$ cat src/rtl/ram_arbiter.sv
// Two-port round-robin arbiter in front of the single-port data RAM.
// Grants one access per cycle, bounds bursts under contention, and range-checks addresses.
module ram_arbiter #(
    parameter int unsigned RAM_SIZE  = 256,
    parameter int unsigned MAX_BURST = 4
) (
    input  logic        clk,
    input  logic        reset,
    input  logic        req0,
    input  logic        wr0,
    input  logic [31:0] addr0,
    input  logic [31:0] wdata0,
    input  logic        req1,
    input  logic        wr1,
    input  logic [31:0] addr1,
    input  logic [31:0] wdata1,
    output logic        gnt0,
    output logic        gnt1,
    output logic        resp0,
    output logic        resp1,
    output logic [31:0] rdata0,
    output logic [31:0] rdata1,
    output logic        err0,
    output logic        err1,
    output logic        MemRd,
    output logic        MemWr,
    output logic [31:0] Addr,
    output logic [31:0] WrData,
    input  logic [31:0] RdData
);

    localparam int unsigned CW = 4;
    localparam logic [CW-1:0] MAX_CNT = CW'(MAX_BURST);

    typedef enum logic [1:0] {
        OWN_NONE = 2'd0,
        OWN_P0   = 2'd1,
        OWN_P1   = 2'd2
    } owner_t;

    owner_t          owner;
    logic            last;
    logic [CW-1:0]   cnt;

    logic            pick1;
    logic            xfer;
    logic            sel_wr;
    logic [31:0]     sel_addr;
    logic [31:0]     sel_wdata;
    logic [31:0]     word_idx;
    logic            inrange;
    logic            rd_ok;

    // Port selection: pick1 chooses port 1 when it is the arbitration winner.
    always_comb begin
        pick1 = 1'b0;
        if (req1 && !req0) begin
            pick1 = 1'b1;
        end else if (req0 && req1) begin
            case (owner)
                OWN_NONE: pick1 = ~last;
                OWN_P0:   pick1 = (cnt >= MAX_CNT);
                OWN_P1:   pick1 = (cnt < MAX_CNT);
                default:  pick1 = 1'b0;
            endcase
        end
    end

    assign gnt0 = req0 & ~pick1;
    assign gnt1 = req1 & pick1;
    assign xfer = gnt0 | gnt1;

    // RAM-side mux; strobes are suppressed while reset is held.
    always_comb begin
        sel_wr    = pick1 ? wr1    : wr0;
        sel_addr  = pick1 ? addr1  : addr0;
        sel_wdata = pick1 ? wdata1 : wdata0;
        word_idx  = {2'b00, sel_addr[31:2]};
        inrange   = (word_idx < 32'(RAM_SIZE));
        rd_ok     = ~sel_wr & inrange;
        Addr      = xfer ? sel_addr  : 32'd0;
        WrData    = xfer ? sel_wdata : 32'd0;
        MemRd     = xfer & ~reset & ~sel_wr & inrange;
        MemWr     = xfer & ~reset & sel_wr & inrange;
    end

    // Ownership / burst tracking.
    always_ff @(posedge clk or posedge reset) begin
        if (reset) begin
            owner <= OWN_NONE;
            cnt   <= '0;
            last  <= 1'b1;
        end else if (xfer) begin
            if ((pick1 && owner == OWN_P1) || (!pick1 && owner == OWN_P0)) begin
                if (cnt < MAX_CNT) begin
                    cnt <= cnt + CW'(1);
                end
            end else begin
                owner <= pick1 ? OWN_P1 : OWN_P0;
                cnt   <= CW'(1);
            end
            last <= pick1;
        end else begin
            owner <= OWN_NONE;
            cnt   <= '0;
        end
    end

    // Registered responses; the idle port keeps its last data/err.
    always_ff @(posedge clk or posedge reset) begin
        if (reset) begin
            resp0  <= 1'b0;
            resp1  <= 1'b0;
            err0   <= 1'b0;
            err1   <= 1'b0;
            rdata0 <= '0;
            rdata1 <= '0;
        end else begin
            resp0 <= gnt0;
            resp1 <= gnt1;
            if (gnt0) begin
                err0   <= ~inrange;
                rdata0 <= rd_ok ? RdData : 32'd0;
            end
            if (gnt1) begin
                err1   <= ~inrange;
                rdata1 <= rd_ok ? RdData : 32'd0;
            end
        end
    end

endmodule

$ cat config.mk
export PLATFORM = sky130hd
export DESIGN_NAME = ram_arbiter
export DESIGN_NICKNAME = d
export VERILOG_FILES = /design/src/rtl/ram_arbiter.sv
export SDC_FILE = /design/constraint.sdc
export NUM_CORES = 1
export LEC_CHECK = 0
export ABC_AREA = 1
export CORE_AREA = 4 4 115 117
export CTS_BUF_LIST = sky130_fd_sc_hd__clkbuf_8
export DETAILED_ROUTE_END_ITERATION = 10
export DIE_AREA = 0 0 119 121
export PLACE_DENSITY = 0.9
export REMOVE_ABC_BUFFERS = 1
export SLEW_MARGIN = 20
export SYNTH_ARGS = -nofsm -noshare
export SYNTH_HDL_FRONTEND = slang
export SYNTH_SLANG_ARGS = --single-unit
$ cat constraint.sdc
create_clock -name clk -period 5.3 [get_ports clk]
set_clock_uncertainty 0.2 [all_clocks]
set_input_delay 1.06 -clock clk [delete_from_list [all_inputs] [get_ports clk]]
set_output_delay 1.06 -clock clk [all_outputs]
set_load 0.05 [all_outputs]
======== Word level (Yosys, flattened, before mapping) ========
Index checks and enable logic that the tools add are counted.
Widths: inputs -> output; s select.
word-level totals
  input bits .............................. 166
  flip-flop bits (word level) ............. 75
  output and inout port bits .............. 136
  word-level logic and storage cells ...... 54
cells by class
  reductions and logical operators ........ 8
  $add $sub $neg .......................... 1
  bitwise gates (word level) .............. 14
  muxes and demuxes ....................... 15
  equal/unequal tests ..................... 4
  $lt $le $gt $ge ......................... 3
operator list
  operator             count
  $mux 32              5
  $lt 30x9->1 const B  1
  $mux 4               3
  $and 1x1->1          8
  $mux 2               3
  $not 1->1            5
  $add 4x1->4 const B  1
  $ge 4x3->1 const B   1
  $logic_and 1x1->1    4
  $lt 4x3->1 const B   1
  $mux 1               3
  $ne 3x2->1 const B   1
  $pmux 1 s3           1
  $eq 2x1->1 const B   1
  $eq 2x2->1 const B   1
  $logic_not 1->1      2
  $logic_not 2->1      1
  $ne 2x2->1 const B   1
  $logic_or 1x1->1     1
  $or 1x1->1           1

======== Logic depth before layout (Yosys ltp) ========
Gate-level depths: netlist of the first run.
  word-level depth ........................ 10
  gate-level depth with buffers ........... 18
  depth with buffers taken out ............ 15

======== Worst setup path after synthesis of the first run ========
No wires, ideal clock.
  kind .................................... input -> output
  start point ............................. in reset
  end point ............................... out MemRd
  stages .................................. 3
  data arrival time ....................... 3.597 ns
  data required time ...................... 4.040 ns
  slack ................................... 0.443 ns
  path buffers ............................ 0
  cell sequence ........................... inv_1 -> nand3_1 -> nor2_1
on the way
  longest elaborated chain between the ends .. 4
ends and longest elaborated chain
  element                   line  RTL
  start: declaration        8     input logic reset,
  $not 1->1                 83    MemRd = xfer & ~reset & ~sel_wr & inrange;
  $and 1x1->1 (3 in a row)  83
  end: declaration          25    output logic MemRd,
Every way passes these cells.

======== Final worst setup path of the first run ========
  start point ............................. in req1
  end point ............................... out MemWr
on the way
  longest elaborated chain between the ends .. 9
  elaborated cells between the ends (all ways) .. 14
  classes of those cells .................. order compare: 1; mux: 4; bitwise: 7; reduce/logical: 2
ends and longest elaborated chain
  element                                                              line  RTL
  start: declaration                                                   13    input logic req1,
  parallel branches: the longest is 8 deep, another holds $lt 30x9->1  -
  $and 1x1->1 *                                                        84    MemWr = xfer & ~reset & sel_wr & inrange;
  end: declaration                                                     26    output logic MemWr,
Mark *: on every way between the ends.

==> results of run 1 <==
## kinds of logic after synthesis
kind of cell | synth area share [%]
flops | 46.1
simple gates | 32.8
compound gates | 12.7
fa+ha+maj | 0.307
xor+xnor | 0.215
buf+inv | 7.86
## Yosys cell counts
master                     instances
sky130_fd_sc_hd__nand3b_1          1
sky130_fd_sc_hd__ha_1              1
sky130_fd_sc_hd__inv_2             3
sky130_fd_sc_hd__o21ai_0           7
sky130_fd_sc_hd__nand3_1          20
sky130_fd_sc_hd__o21ai_1           4
sky130_fd_sc_hd__dfstp_2           1
sky130_fd_sc_hd__o21ai_2           3
sky130_fd_sc_hd__inv_1            19
sky130_fd_sc_hd__nand2_1         180
sky130_fd_sc_hd__dfrtp_1          74
sky130_fd_sc_hd__buf_1             6
sky130_fd_sc_hd__or2_1             1
sky130_fd_sc_hd__nand4_1          65
sky130_fd_sc_hd__buf_8             1
sky130_fd_sc_hd__xor2_1            1
sky130_fd_sc_hd__buf_6             5
sky130_fd_sc_hd__nor2_1           28
sky130_fd_sc_hd__buf_2            16
sky130_fd_sc_hd__nor2_2            2
sky130_fd_sc_hd__a21oi_1          14
sky130_fd_sc_hd__a22o_1           42
sky130_fd_sc_hd__clkbuf_1         17
sky130_fd_sc_hd__nand2_2           2
sky130_fd_sc_hd__nor2_4            1
## critical path, delay by kind of cell
family	cells	cell delay, ns
and+or+nand+nor	7	1.26
buffers and inverters	2	0.99
AOI/OAI and AO/OA	1	0.40
## power breakdown
group,switching (mW),internal (mW)
combinational,0.422,0.335
sequential,0.00514,0.582
clock,0.212,0.385
total,0.640,1.30
## state kept, by name (all words and copies together), names as in the netlist
register and count:
rdata0 32, err0 1, err1 1, last 1, resp1 1, cnt 4, rdata1 32, owner 2
resp0 1
## layout make-up
cell class	instances	area, um2	area share [%]
multi-input cells	372	1890	23.9
inverters	22	83.8	1.06
well taps	172	215	2.72
clock buffers	11	151	1.91
flip-flops and latches	75	1880	23.7
clock inverters	5	124	1.57
repair buffers	312	3570	45.1
## path summary, 6_finish.rpt
path                        start         end  slack [ns]  depth (start not counted)
min                          last        last        0.27                          2
max                          req1       MemWr        0.32                         10
min in group asynchronous   reset   rdata0[9]        1.14                          3
max reg2reg                cnt[2]  rdata0[22]        2.00                         12
min reg2reg                  last        last        0.27                          2
max in group asynchronous   reset  rdata0[15]        3.11                          3
## routing by layer
metal  global-route usage [%]  vias to the layer above  part of all wire [%]
met5                        0                        -                     0
li1                         -                     2312                     -
met2                     41.8                      318                    51
met3                     9.32                       35                    12
met1                     26.1                     2312                    35
met4                     9.41                        0                   2.8
## per-stage QoR
step / worst slack, ns / TNS (ns) / cell area, um2 / util, % / cells
final: 0.317 / 0 / 7910 / 64.0 / 969
after CTS: 0.364 / 0 / 7910 / 64.0 / 969
after floorplan: -1.61 / -65.49 / 3840 / - / 469
after detailed placement: 0.382 / 0 / 7640 / 61.8 / 953
after global placement: 0.491 / 0 / 7640 / 61.8 / 953
after global routing: 0.120 / 0 / 7910 / 64.0 / 969
==> impl_metrics.json, run 1 <==
{
  "vertical_extent_of_the_die_um": 121,
  "die-width_um": 119,
  "clk_transition_reported_paths_ns": 0.07,
  "final_layout_size_suffix_gt1_share_pct": 12.8,
  "drv_cap": 0,
  "number_of_synthesis_warnings": 0,
  "yosys-top-cells-area": "sky130_fd_sc_hd__dfrtp_1 45%, sky130_fd_sc_hd__nand2_1 17%, sky130_fd_sc_hd__nand4_1 10%, sky130_fd_sc_hd__a22o_1 9.0%, sky130_fd_sc_hd__nor2_1 2.6%",
  "hold_viol": 0,
  "place_hpwl_um": 13300,
  "cts.sink_count": 75,
  "buffer_ports.inserted": 301,
  "antenna_cells_inserted": 0,
  "syn_inst": 514,
  "first_global_vias": 5060,
  "p_per_area_nw_per_um2": 245,
  "mapped_cell_area_um2": 4080,
  "number_of_primary_i_o_pins": 302,
  "layout_min_cycle_time_ns": 4.98,
  "ctsResizeCount": 0,
  "worst_ep_arrival_time_ns": 3.72,
  "worst_vdd_drop_mv": 0.126,
  "max-clock-path-buffers": 2,
  "pin_count_of_the_biggest_net_entering_global_routing": 76,
  "startpoint_type": "primary input",
  "synth_area_per_cell_um2": 7.93,
  "hold_buffers": 0,
  "ctsRootBufferMaster": "sky130_fd_sc_hd__clkbuf_8",
  "worstMarginPinSlew_ns": 0.978,
  "cp_max_fo": 30,
  "design.die.area_um2": 14400,
  "drt_first_iter_violations": 262,
  "synth_seq_cells": 75,
  "grt.total_usage_pct": 23.9,
  "floorplan.rows": 41,
  "grt_remaining_overflow": 0,
  "num-nets-final": 959,
  "max_freq_ghz": 0.201,
  "synth.lib_cells_used.distinct": 25,
  "critical_path.endpoint_type": "primary output",
  "number_of_antenna_violations_at_the_first_check_in_global_routing": 0,
  "ys_seq_area_share_pct": 46.1,
  "power.static_leakage_nw": 3.72,
  "run_status": "finished, final reports clean",
  "min_period_over_period_pct": 94.0,
  "count_of_tritonroute_iterations_in_the_first_routing_pass": 5,
  "layout.cells.most_common_list": "239 x sky130_fd_sc_hd__clkdlybuf4s50_1, 180 x sky130_fd_sc_hd__nand2_1, 74 x sky130_fd_sc_hd__dfrtp_1",
  "clock_insertion_delay_worst_skew_ns": 0.35,
  "overall_via_count_from_detail_route": 4977,
  "slew_headroom_pct": 34.8,
  "cts_inserted_buffers": 9,
  "yosysTopAreaCellShare_pct": 45.4,
  "finalSetupViolations": 0,
  "nFillCells": 981,
  "route.final.wire_length_um": 17800,
  "drt-vias-per-instance": 5.14,
  "clock_tree.htree_level_count": 3,
  "slowest_delay_ns": 0.81,
  "grt_setup_unrepaired": "no",
  "layout_commonest_cell": "sky130_fd_sc_hd__clkdlybuf4s50_1",
  "worst_ep_required_time_ns": 4.04,
  "post_detailed_route_drc_marker_count": 0,
  "initial_core_utilization_pct": 33.0,
  "globalplace.congestion": 0.913,
  "p_r_area_growth_vs_syn_pct": 94.1,
  "critical_path.slowest_cell": "sky130_fd_sc_hd__clkdlybuf4s50_1",
  "final_max_slew_viol_count": 0,
  "postCtsSetupBuffers": 0,
  "cp_cell_sequence": "clkdlybuf4s50_1 > nand2_2 > o21ai_0 > nand2_1 > nor2_1 > nand2_1 > nor2_4 > nand3_1 > nor2_1 > buf_12",
  "worstSetupPathType": "in -> out",
  "hold_path_class": "reg -> reg",
  "grt_first_pass_wirelength_um": 27000,
  "synth_top_cell_by_area": "sky130_fd_sc_hd__dfrtp_1",
  "tritoncts": "done",
  "route.detailed.wl_per_inst_um": 18.4,
  "detail-route-antenna-nets": 0,
  "core_area_um2": 12400,
  "finalPower_mw": 1.94,
  "timing.hold.ws_ns": 0.270
}
Note: power is estimated with default switching activity, not from simulation.
==> run 2, diff against run 1 <==
CORE_AREA = not set   (was 4 4 115 117)
CORE_MARGIN = 4   (was not set)
CORE_UTILIZATION = 28   (was not set)
DIE_AREA = not set   (was 0 0 119 121)
PLACE_DENSITY = 0.79   (was 0.9)
SLEW_MARGIN = not set   (was 20)
==> run 2 against run 1 <==
Compared with the run above:
- critical endpoint is now MemRd
- maximum frequency grew 5.2%
- first-iteration DRC count shrank 12%
- clock power shrank 2%
- combinational power is essentially flat
- largest cell class unchanged
- hold slack gained 0.0085 ns
- critical path depth grew 2
- worst setup slack gained 0.25 ns
- sequential share of layout area shrank 0.060 points
- core utilization shrank 7.7 points
- power shrank 0.55%
==> impl_metrics.json, run 2 (synthesis results as in run 1) <==
{
  "worst_vdd_drop_mv": 0.119,
  "post_detailed_route_drc_marker_count": 0,
  "drt-vias-per-instance": 4.93,
  "power.static_leakage_nw": 3.72,
  "number_of_primary_i_o_pins": 302,
  "postCtsSetupBuffers": 0,
  "final_layout_size_suffix_gt1_share_pct": 12.9,
  "worst_ep_arrival_time_ns": 3.48,
  "p_per_area_nw_per_um2": 243,
  "count_of_tritonroute_iterations_in_the_first_routing_pass": 4,
  "layout.cells.most_common_list": "239 x sky130_fd_sc_hd__clkdlybuf4s50_1, 180 x sky130_fd_sc_hd__nand2_1, 74 x sky130_fd_sc_hd__dfrtp_1",
  "grt_first_pass_wirelength_um": 26400,
  "grt_setup_unrepaired": "no",
  "hold_end": "last",
  "slew_headroom_pct": 35.4,
  "numPlacedInstances": 962,
  "max-clock-path-buffers": 2,
  "first_global_vias": 4837,
  "globalRouteMet2Util_pct": 35.8,
  "overall_via_count_from_detail_route": 4817,
  "ctsResizeCount": 0,
  "vertical_extent_of_the_die_um": 129,
  "p_r_area_growth_vs_syn_pct": 94.6,
  "layout_min_cycle_time_ns": 4.74,
  "route.final.wire_length_um": 17700,
  "seq_area_um2": 1880,
  "layout_commonest_cell": "sky130_fd_sc_hd__clkdlybuf4s50_1",
  "globalplace.congestion": 0.922,
  "initial_core_utilization_pct": 28.9,
  "whs_path_depth": 2,
  "hold_viol": 0,
  "number_of_antenna_violations_at_the_first_check_in_global_routing": 0,
  "detail-route-antenna-nets": 0,
  "finalCoreUtilization_pct": 56.3,
  "top_registers": "rdata0 x32, rdata1 x32, cnt x4",
  "worstSetupPathType": "in -> out",
  "finalSetupViolations": 0,
  "clock_tree.htree_level_count": 3,
  "multi_input_area_um2": 1890,
  "grt_remaining_overflow": 0,
  "hold_buffers": 0,
  "nFillCells": 1249,
  "tritoncts": "done",
  "startpoint_type": "primary input",
  "grtUsageMet1_pct": 22.6,
  "hold_start": "last",
  "cts.sink_count": 75,
  "finalNonFillerCells": 978,
  "cts_inserted_buffers": 9,
  "grt.total_usage_pct": 20.4,
  "pin_count_of_the_biggest_net_entering_global_routing": 76,
  "cp_max_fo": 28,
  "hold_path_class": "reg -> reg",
  "max_freq_ghz": 0.211,
  "final_max_slew_viol_count": 0,
  "route.detailed.wl_per_inst_um": 18.1,
  "floorplan.rows": 43,
  "ctsRootBufferMaster": "sky130_fd_sc_hd__clkbuf_8",
  "met3_grt_util_pct": 9.01,
  "setup.reg_to_reg.worst_slack_ns": 1.96,
  "clock_insertion_delay_worst_skew_ns": 0.35,
  "num-nets-final": 960,
  "grt-busiest-layer": "met2",
  "worstMarginPinSlew_ns": 0.970,
  "run_status": "finished, final reports clean",
  "worst_ep_required_time_ns": 4.04,
  "critical_path.endpoint_type": "primary output",
  "design.die.area_um2": 16600,
  "finalPower_mw": 1.93,
  "clk_transition_reported_paths_ns": 0.08,
  "r2r.worst_path.cells": 15,
  "drt_first_iter_violations": 230,
  "min_period_over_period_pct": 89.3,
  "core_area_um2": 14100,
  "die-width_um": 129,
  "drv_cap": 0,
  "critical_path.reg2reg.endpoint": "rdata0[7]",
  "r2r_start": "cnt[3]",
  "buffer_ports.inserted": 301,
  "place_hpwl_um": 13400
}
## run 2: changes by cell type in the layout (fill, tap and decap cells not counted), sizes merged
cell | previous run | this run
inv | 22 | 21
diode | 0 | 1
clkinv | 1 | 2
clkbuf | 11 | 10
buf | 73 | 74
## run 2: metrics by stage
| stage | worst slack [ns] | cell area (um2) | hold slack (ns) | setup TNS, ns |
|---|---|---|---|---|
| after floorplan | -1.61 | 3840 | 0.247 | -65.49 |
| after global placement | 0.584 | 7670 | 0.255 | 0 |
| after detailed placement | 0.543 | 7670 | 0.265 | 0 |
| after CTS | 0.542 | 7930 | 0.284 | 0 |
| after global routing | 0.317 | 7930 | 0.302 | 0 |
| final | 0.565 | 7930 | 0.278 | 0 |
## run 2: layer usage
| metal | part of all wire, % | wire length, um |
|---|---|---|
| met1 | 36 | 6290 |
| met2 | 51 | 8950 |
| met3 | 13 | 2220 |
| met4 | 1.2 | 204 |
| met5 | 0 | 0 |
## run 2: worst max-delay path by stage
stage                     start     to
after floorplan            req0  MemWr
after global placement     req0  MemRd
after detailed placement   req0  MemRd
after CTS                  req0  MemRd
after global routing       req0  MemWr
final                      req0  MemRd
## run 2: power breakdown
| group | internal [mW] | switching, mW |
|---|---|---|
| clock | 0.370 | 0.216 |
| combinational | 0.337 | 0.421 |
| sequential | 0.582 | 0.00531 |
| total | 1.29 | 0.642 |
## run 2: critical path, stage by stage
cell and delay [ns]:
sky130_fd_sc_hd__clkdlybuf4s50_1 0.46, sky130_fd_sc_hd__nand2_2 0.23, sky130_fd_sc_hd__nand2_2 0.35, sky130_fd_sc_hd__buf_4 0.35, sky130_fd_sc_hd__o21ai_2 0.15, sky130_fd_sc_hd__nand2_1 0.06
sky130_fd_sc_hd__nor2_1 0.08, sky130_fd_sc_hd__nand2_1 0.12, sky130_fd_sc_hd__nor2_4 0.14, sky130_fd_sc_hd__nand3_1 0.10, sky130_fd_sc_hd__nor2_1 0.19, sky130_fd_sc_hd__buf_12 0.17
## run 2: cell type report
type / instances / share of cell area, %
Antenna cell: 1 / 0.0315
Sequential cell: 75 / 23.7
Inverter: 22 / 1.06
Clock buffer: 10 / 1.74
Tap cell: 180 / 2.84
Multi-Input combinational cell: 372 / 23.9
Clock inverter: 5 / 1.58
Timing Repair Buffer: 313 / 45.2
==> run 3, diff against run 2 <==
CORE_AREA = 4 4 115 117   (was not set)
CORE_MARGIN = not set   (was 4)
CORE_UTILIZATION = not set   (was 28)
DIE_AREA = 0 0 119 121   (was not set)
PLACE_DENSITY = 0.9   (was 0.79)
==> results of run 3 <==
No change in the layout: final DEF, timing and power equal those of run 1.
